==> src/rtl/tick_pkg.sv <==
// Shared timer definitions: state encoding for the tick monitor and the tick period
// constants, so the timer and its monitor agree on one period source.
package tick_pkg;

   typedef enum logic [1:0] {
      WAIT_FIRST = 2'd0,
      MEASURE    = 2'd1,
      LATE       = 2'd2
   } tick_state_e;

   localparam int TICK_PERIOD_50MHZ = 25000000;
   localparam int TICK_PERIOD_SIM   = 6;

endpackage

==> src/rtl/tick_monitor.sv <==
// Measures clk spacing between timer tick strobes, flags early/late ticks, reports lock.
// All outputs registered; every response appears one clk after the sampled tick.
module tick_monitor
   import tick_pkg::*;
#(
   parameter int PERIOD = TICK_PERIOD_50MHZ,
   parameter int TOL    = 0,
   parameter int LOCK_N = 4,
   parameter int CW     = 32
) (
   input  logic          clk,
   input  logic          rst,
   input  logic          tick_i,
   input  logic          clear_i,
   output logic [CW-1:0] period_o,
   output logic          period_valid_o,
   output logic          early_o,
   output logic          late_o,
   output logic          err_sticky_o,
   output logic          locked_o,
   output logic [15:0]   tick_cnt_o
);

   localparam int GW = (LOCK_N < 1) ? 1 : $clog2(LOCK_N + 1);
   localparam logic [GW-1:0] LOCK_GR  = GW'(LOCK_N);
   localparam logic [CW-1:0] LATE_TH  = CW'(PERIOD + TOL + 1);
   // A zero threshold makes the early compare unreachable when TOL swallows the period.
   localparam logic [CW-1:0] EARLY_TH = (TOL >= PERIOD) ? '0 : CW'(PERIOD - TOL);

   tick_state_e   state_q, state_d;
   logic [CW-1:0] cnt_q, cnt_d;
   logic [GW-1:0] gr_q, gr_d, gr_inc;
   logic [CW-1:0] period_q, period_d;
   logic          pv_q, pv_d;
   logic          early_q, early_d;
   logic          late_q, late_d;
   logic          err_q, err_d;
   logic          locked_q, locked_d;
   logic [15:0]   tick_cnt_q, tick_cnt_d;
   logic          err_set;

   always_comb begin
      state_d  = state_q;
      cnt_d    = cnt_q;
      gr_d     = gr_q;
      period_d = period_q;
      pv_d     = 1'b0;
      early_d  = 1'b0;
      late_d   = 1'b0;
      locked_d = locked_q;
      err_set  = 1'b0;
      gr_inc   = (gr_q == LOCK_GR) ? gr_q : gr_q + GW'(1);

      case (state_q)
         WAIT_FIRST: begin
            if (tick_i) begin
               state_d = MEASURE;
               cnt_d   = CW'(1);
            end
         end
         MEASURE: begin
            if (tick_i) begin
               period_d = cnt_q;
               pv_d     = 1'b1;
               cnt_d    = CW'(1);
               // A tick landing on the late threshold still reports its period but counts as late.
               if (cnt_q == LATE_TH) begin
                  late_d   = 1'b1;
                  err_set  = 1'b1;
                  locked_d = 1'b0;
                  gr_d     = '0;
               end else if (cnt_q < EARLY_TH) begin
                  early_d  = 1'b1;
                  err_set  = 1'b1;
                  locked_d = 1'b0;
                  gr_d     = '0;
               end else begin
                  gr_d = gr_inc;
                  if (gr_inc == LOCK_GR) locked_d = 1'b1;
               end
            end else if (cnt_q == LATE_TH) begin
               late_d   = 1'b1;
               err_set  = 1'b1;
               locked_d = 1'b0;
               gr_d     = '0;
               state_d  = LATE;
               cnt_d    = cnt_q + CW'(1);
            end else begin
               cnt_d = cnt_q + CW'(1);
            end
         end
         LATE: begin
            if (tick_i) begin
               period_d = cnt_q;
               pv_d     = 1'b1;
               cnt_d    = CW'(1);
               state_d  = MEASURE;
            end else if (cnt_q != '1) begin
               cnt_d = cnt_q + CW'(1);
            end
         end
         default: state_d = WAIT_FIRST;
      endcase

      tick_cnt_d = (clear_i ? 16'd0 : tick_cnt_q) + {15'd0, tick_i};
      err_d      = err_set | (err_q & ~clear_i);
   end

   always_ff @(posedge clk) begin
      if (rst) begin
         state_q    <= WAIT_FIRST;
         cnt_q      <= '0;
         gr_q       <= '0;
         period_q   <= '0;
         pv_q       <= 1'b0;
         early_q    <= 1'b0;
         late_q     <= 1'b0;
         err_q      <= 1'b0;
         locked_q   <= 1'b0;
         tick_cnt_q <= '0;
      end else begin
         state_q    <= state_d;
         cnt_q      <= cnt_d;
         gr_q       <= gr_d;
         period_q   <= period_d;
         pv_q       <= pv_d;
         early_q    <= early_d;
         late_q     <= late_d;
         err_q      <= err_d;
         locked_q   <= locked_d;
         tick_cnt_q <= tick_cnt_d;
      end
   end

   assign period_o       = period_q;
   assign period_valid_o = pv_q;
   assign early_o        = early_q;
   assign late_o         = late_q;
   assign err_sticky_o   = err_q;
   assign locked_o       = locked_q;
   assign tick_cnt_o     = tick_cnt_q;

endmodule

==> config.mk <==
export PLATFORM = sky130hd
export DESIGN_NAME = tick_monitor
export DESIGN_NICKNAME = d
export VERILOG_FILES = /design/src/rtl/tick_pkg.sv /design/src/rtl/tick_monitor.sv
export SDC_FILE = /design/constraint.sdc
export NUM_CORES = 1
export LEC_CHECK = 0
export ABC_AREA = 1
export CAP_MARGIN = 20
export CORE_MARGIN = 1.5
export CORE_UTILIZATION = 60
export DETAILED_ROUTE_END_ITERATION = 8
export PLACE_DENSITY = 0.85
export SETUP_SLACK_MARGIN = 0.3
export SLEW_MARGIN = 30
export SYNTH_ARGS = -nofsm -noshare
export SYNTH_HDL_FRONTEND = slang
export SYNTH_SLANG_ARGS = --single-unit
==> constraint.sdc <==
create_clock -name clk -period 7.6 [get_ports clk]
set_clock_uncertainty 0.1 [all_clocks]
set_input_delay 2.28 -clock clk [delete_from_list [all_inputs] [get_ports clk]]
set_output_delay 2.28 -clock clk [all_outputs]
set_load 0.05 [all_outputs]
# == Word level (Yosys, flattened, before mapping) ==
# Cells that the tools add are included.
# totals
rom_bits,0
register_bits,90
latchBits,0
inputBits,4
memories,0
mem_bits_rw,0
out_inout_bits,53
# classes
div,0
shifts,0
n_eq_ne,11
multipliers,0
mux,26
add_sub_neg,3
bitwise,6
n_reduce_logical,14
magnitude_cmp,1
# op_table
op,count
$mux W32,4
$pmux W32 S3,1
$add A32 B1 Y32 const B,1
$eq A32 B25 Y1 const B,1
$lt A32 B25 Y1 const B,1
$ne A32 B32 Y1 const B,1
$add A16 B1 Y16,1
$mux W16,1
$mux W3,5
$mux W1,11
$reduce_and A3 Y1,3
$reduce_or A2 Y1,4
$eq A3 B3 Y1 const B,2
$mux W2,3
$ne A2 B2 Y1 const B,3
$reduce_bool A3 Y1,2
$not A1 Y1,4
$pmux W2 S2,1
$reduce_and A2 Y1,2
$reduce_or A4 Y1,1
$add A3 B1 Y3 const B,1
$ne A3 B3 Y1 const B,1
$eq A2 B1 Y1 const B,1
$eq A2 B2 Y1 const B,1
other kinds (5),5

# == Longest topological paths before layout ==
# depth
word_depth,7
ltp_mapped,12
mapped_depth_nobuf,12

# == Least setup slack after synthesis ==
# OpenSTA, ideal clock, no wires.
# synth_timing
path_kind,input to register
startpoint,in clear_i
endpoint,reg tick_cnt_q[10] (netlist: tick_cnt_o[10])
path_buffers,1
path_stages,10
setup_slack_ps,3585
arrival_ps,3795
cell_sequence,buf_2 nor2_1 ha_1 ha_1 nand3_1 nor2_1 nand3_1 or2_2 o21ai_0 a21oi_1
# synth_between
elab_chain_len,2
# synth_lines
item,line_no,rtl
from (decl),tick_monitor.sv:14,"input logic clear_i,"
$mux W16,tick_monitor.sv:105,"tick_cnt_d = (clear_i ? 16'd0 : tick_cnt_q) + {15'd0, tick_i};"
$add A16 B1 Y16,tick_monitor.sv:105,
to (signal assigned),tick_monitor.sv:131,tick_cnt_q <= tick_cnt_d;
to (decl),tick_monitor.sv:39,"logic [15:0] tick_cnt_q, tick_cnt_d;"
# No other way between the ends.
# A chain may end at the register's enable or synchronous reset.

# == Final worst setup path ==
# layout_timing
startpoint,in tick_i
endpoint,reg cnt_q[24]
# layout_between
elab_chain_len,2
word_cells_on_any_way,6
# layout_lines
item,line_no,rtl
from (decl),tick_monitor.sv:13,"input logic tick_i,"
"$ne A3 B3 Y1 (no line), or another cell as far along",n/a,
$reduce_and A3 Y1 (no line) / $pmux W32 S3 (equally long branches),n/a,
to (signal assigned),tick_monitor.sv:123,cnt_q <= cnt_d;
to (decl),tick_monitor.sv:31,"logic [CW-1:0] cnt_q, cnt_d;"
# Parallel ways exist; a longest one is shown, timed or not.

==> run metrics <==
post-synth top area cell=dfxtp_1; slew of the pin with the lowest slew margin=0.722 ns; pwr dens=239 nW/µm²; cells after synthesis=730; Initial DRC Count=342; RePlAce Congestion=0.980; cts repair resizes=0; Worst setup SP type=primary input; Core Area=7730 µm²; Fin Hold WS=0.387 ns; worst slack, placed=2.63 ns; Req. time, crit path=7.81 ns; maximum number of pins on one net before global-route repair=38; DP Wirelength=8650 µm; most numerous cell in the Yosys netlist=nand2_1; critical-path maximum fanout=13; Avg Inst Size Synth=6.56 µm²; die width=92.3 µm; ys async rst share=0; final wirelength=12000 µm; Tcrit/Tclk final=0.586; DRT Pass-1 Iters=5; WS Path Type=in -> reg; status=completed; Routed Antenna Nets=0; share of layout cells above drive strength 1=0.0538; design area=5600 µm²; # setup viols final=0; syn nets=744; Worst EP arrival=4.67 ns; ANT cells=0; total power=1.34 mW; Yosys reg bits=90; hold buffers post-CTS=0; maxcap violations=0; list of most frequent post-synthesis cells=163 x nand2_1, 107 x nor2_1, 96 x inv_1; initial antenna violation count=0; Leakage Power=2.27 nW; worst vdd ir=0.000141 V; clk buf depth=2; CTS H-tree lvls=3; Area growth, synth to finish=16.8%; clk sinks=90; routed via count=4878; Skew-Pair Late Insertion Delay=0.36 ns; Final Hold Vio Count=0; final setup margin=3.14 ns; initial core utilization=0.620; Crit. End Element=flop; row cnt=32; fin crit period=4.46 ns; Fmax=224 MHz; Synth top area share=0.376; first-pass GRT wire length=20600 µm; die area=8530 µm²; mapped cell area=4790 µm²; DRC=0; CTS tree=yes; CTS clock-pin slew for the worst setup and hold paths=0.09 ns; I/O Buffers=56; RSZ-0062 raised after global routing=false; Top Ports=57; Top FF cell, synth=dfxtp_1; Max transition margin=0.516; via/cell ratio=5.52; total global-route track usage=0.297; placed cell areas=5370 µm²; sequential-to-total area share from yosys stat=0.376; vias in the first global route=4568; area of the multi-input gates=2470 µm²; setup repair bufs after CTS=0; Fill cells=640; Num CTS Buffers=9; CTS root buf=clkbuf_8; Nets=790; Post-synth EDFFs=0; Register Area=1800 µm²; Yosys warning count=0; Overflow after GRT=0; number of max-slew violations in the final report=0; worst hold path type=reg -> reg; unique cell type count in the Yosys netlist=36; TNS Setup=0 ns; Area contributors post-synth=dfxtp_1 38%, nand2_1 13%, nor2_1 8.4%, inv_1 7.5%, a21oi_1 6.5%; routed len/inst=13.6 µm; die height=92.3 µm
-- cell type report --
class / count / area share
timing repair buffer: 60 / 0.106
inverter: 100 / 0.0675
tap: 102 / 0.0228
sequential: 90 / 0.322
multi-input combinational: 515 / 0.442
clock buffer: 10 / 0.0246
clock inverter: 6 / 0.0159
-- metrics by stage --
stage,instances,util
floorplan,730,-
global placement,867,0.695
detailed placement,867,0.695
CTS,883,0.724
global route,883,0.724
finish,883,0.724
-- final timing paths --
path | depth (start not counted) | slack (ns) | endpoint | startpoint
worst max-delay path | 8 | 3.14 | cnt_q[24]$_SDFFE_PP0P_ | tick_i
worst max register to register | 10 | 4.64 | cnt_q[24]$_SDFFE_PP0P_ | state_q[0]$_SDFFE_PP0P_
worst min register to register | 1 | 0.39 | tick_cnt_o[3]$_SDFF_PP0_ | tick_cnt_o[3]$_SDFF_PP0_
worst min-delay path | 1 | 0.39 | tick_cnt_o[3]$_SDFF_PP0_ | tick_cnt_o[3]$_SDFF_PP0_
-- placed cells by master, fill, tap and decap left out, types with 3 or more instances in the layout --
cell type	n
nand2_1	163
nor2_1	106
inv_1	95
dfxtp_1	90
a21oi_1	62
o21ai_0	58
clkdlybuf4s50_1	56
nand3_1	48
nand4_1	21
nor3_1	11
ha_1	10
clkbuf_8	10
nor4_1	5
buf_4	4
xor2_1	3
nand2_2	3
nor2_4	3
nor2_2	3
-- report_power, final --
part / internal (mW) / switching (mW) / leakage, nW
clock network: 0.195 / 0.175 / 0.109
registers: 0.518 / 0.0273 / 0.731
logic: 0.123 / 0.297 / 1.43
-- per-layer routing --
metal,track usage,wire [µm]
met5,0,0
met3,0.0484,766
met2,0.505,5710
met1,0.382,5310
met4,0.100,218
-- worst max-delay path: stages --
cell and delay (ns):
clkdlybuf4s50_1 0.63, nor2_2 0.63, inv_1 0.21, nor2_1 0.46
o21ai_0 0.21, nand2_1 0.12, nand2_1 0.07, inv_1 0.05
-- cell families after synthesis --
kind of cell,Yosys count,synth area share
buffers and inverters,125,0.108
AOI/OAI and AO/OA,125,0.133
DFF,90,0.376
xor gates and xnor gates,5,0.00914
adders and majority gates,10,0.0261
and+or+nand+nor,375,0.347
-- sequential cells by signal, summed over array words and instances, names as in the netlist --
signal,flops
early_o,1
gr_q,3
period_o,32
period_valid_o,1
err_sticky_o,1
tick_cnt_o,16
late_o,1
cnt_q,32
locked_o,1
state_q,2
Note: power is estimated with default switching activity, not from simulation.
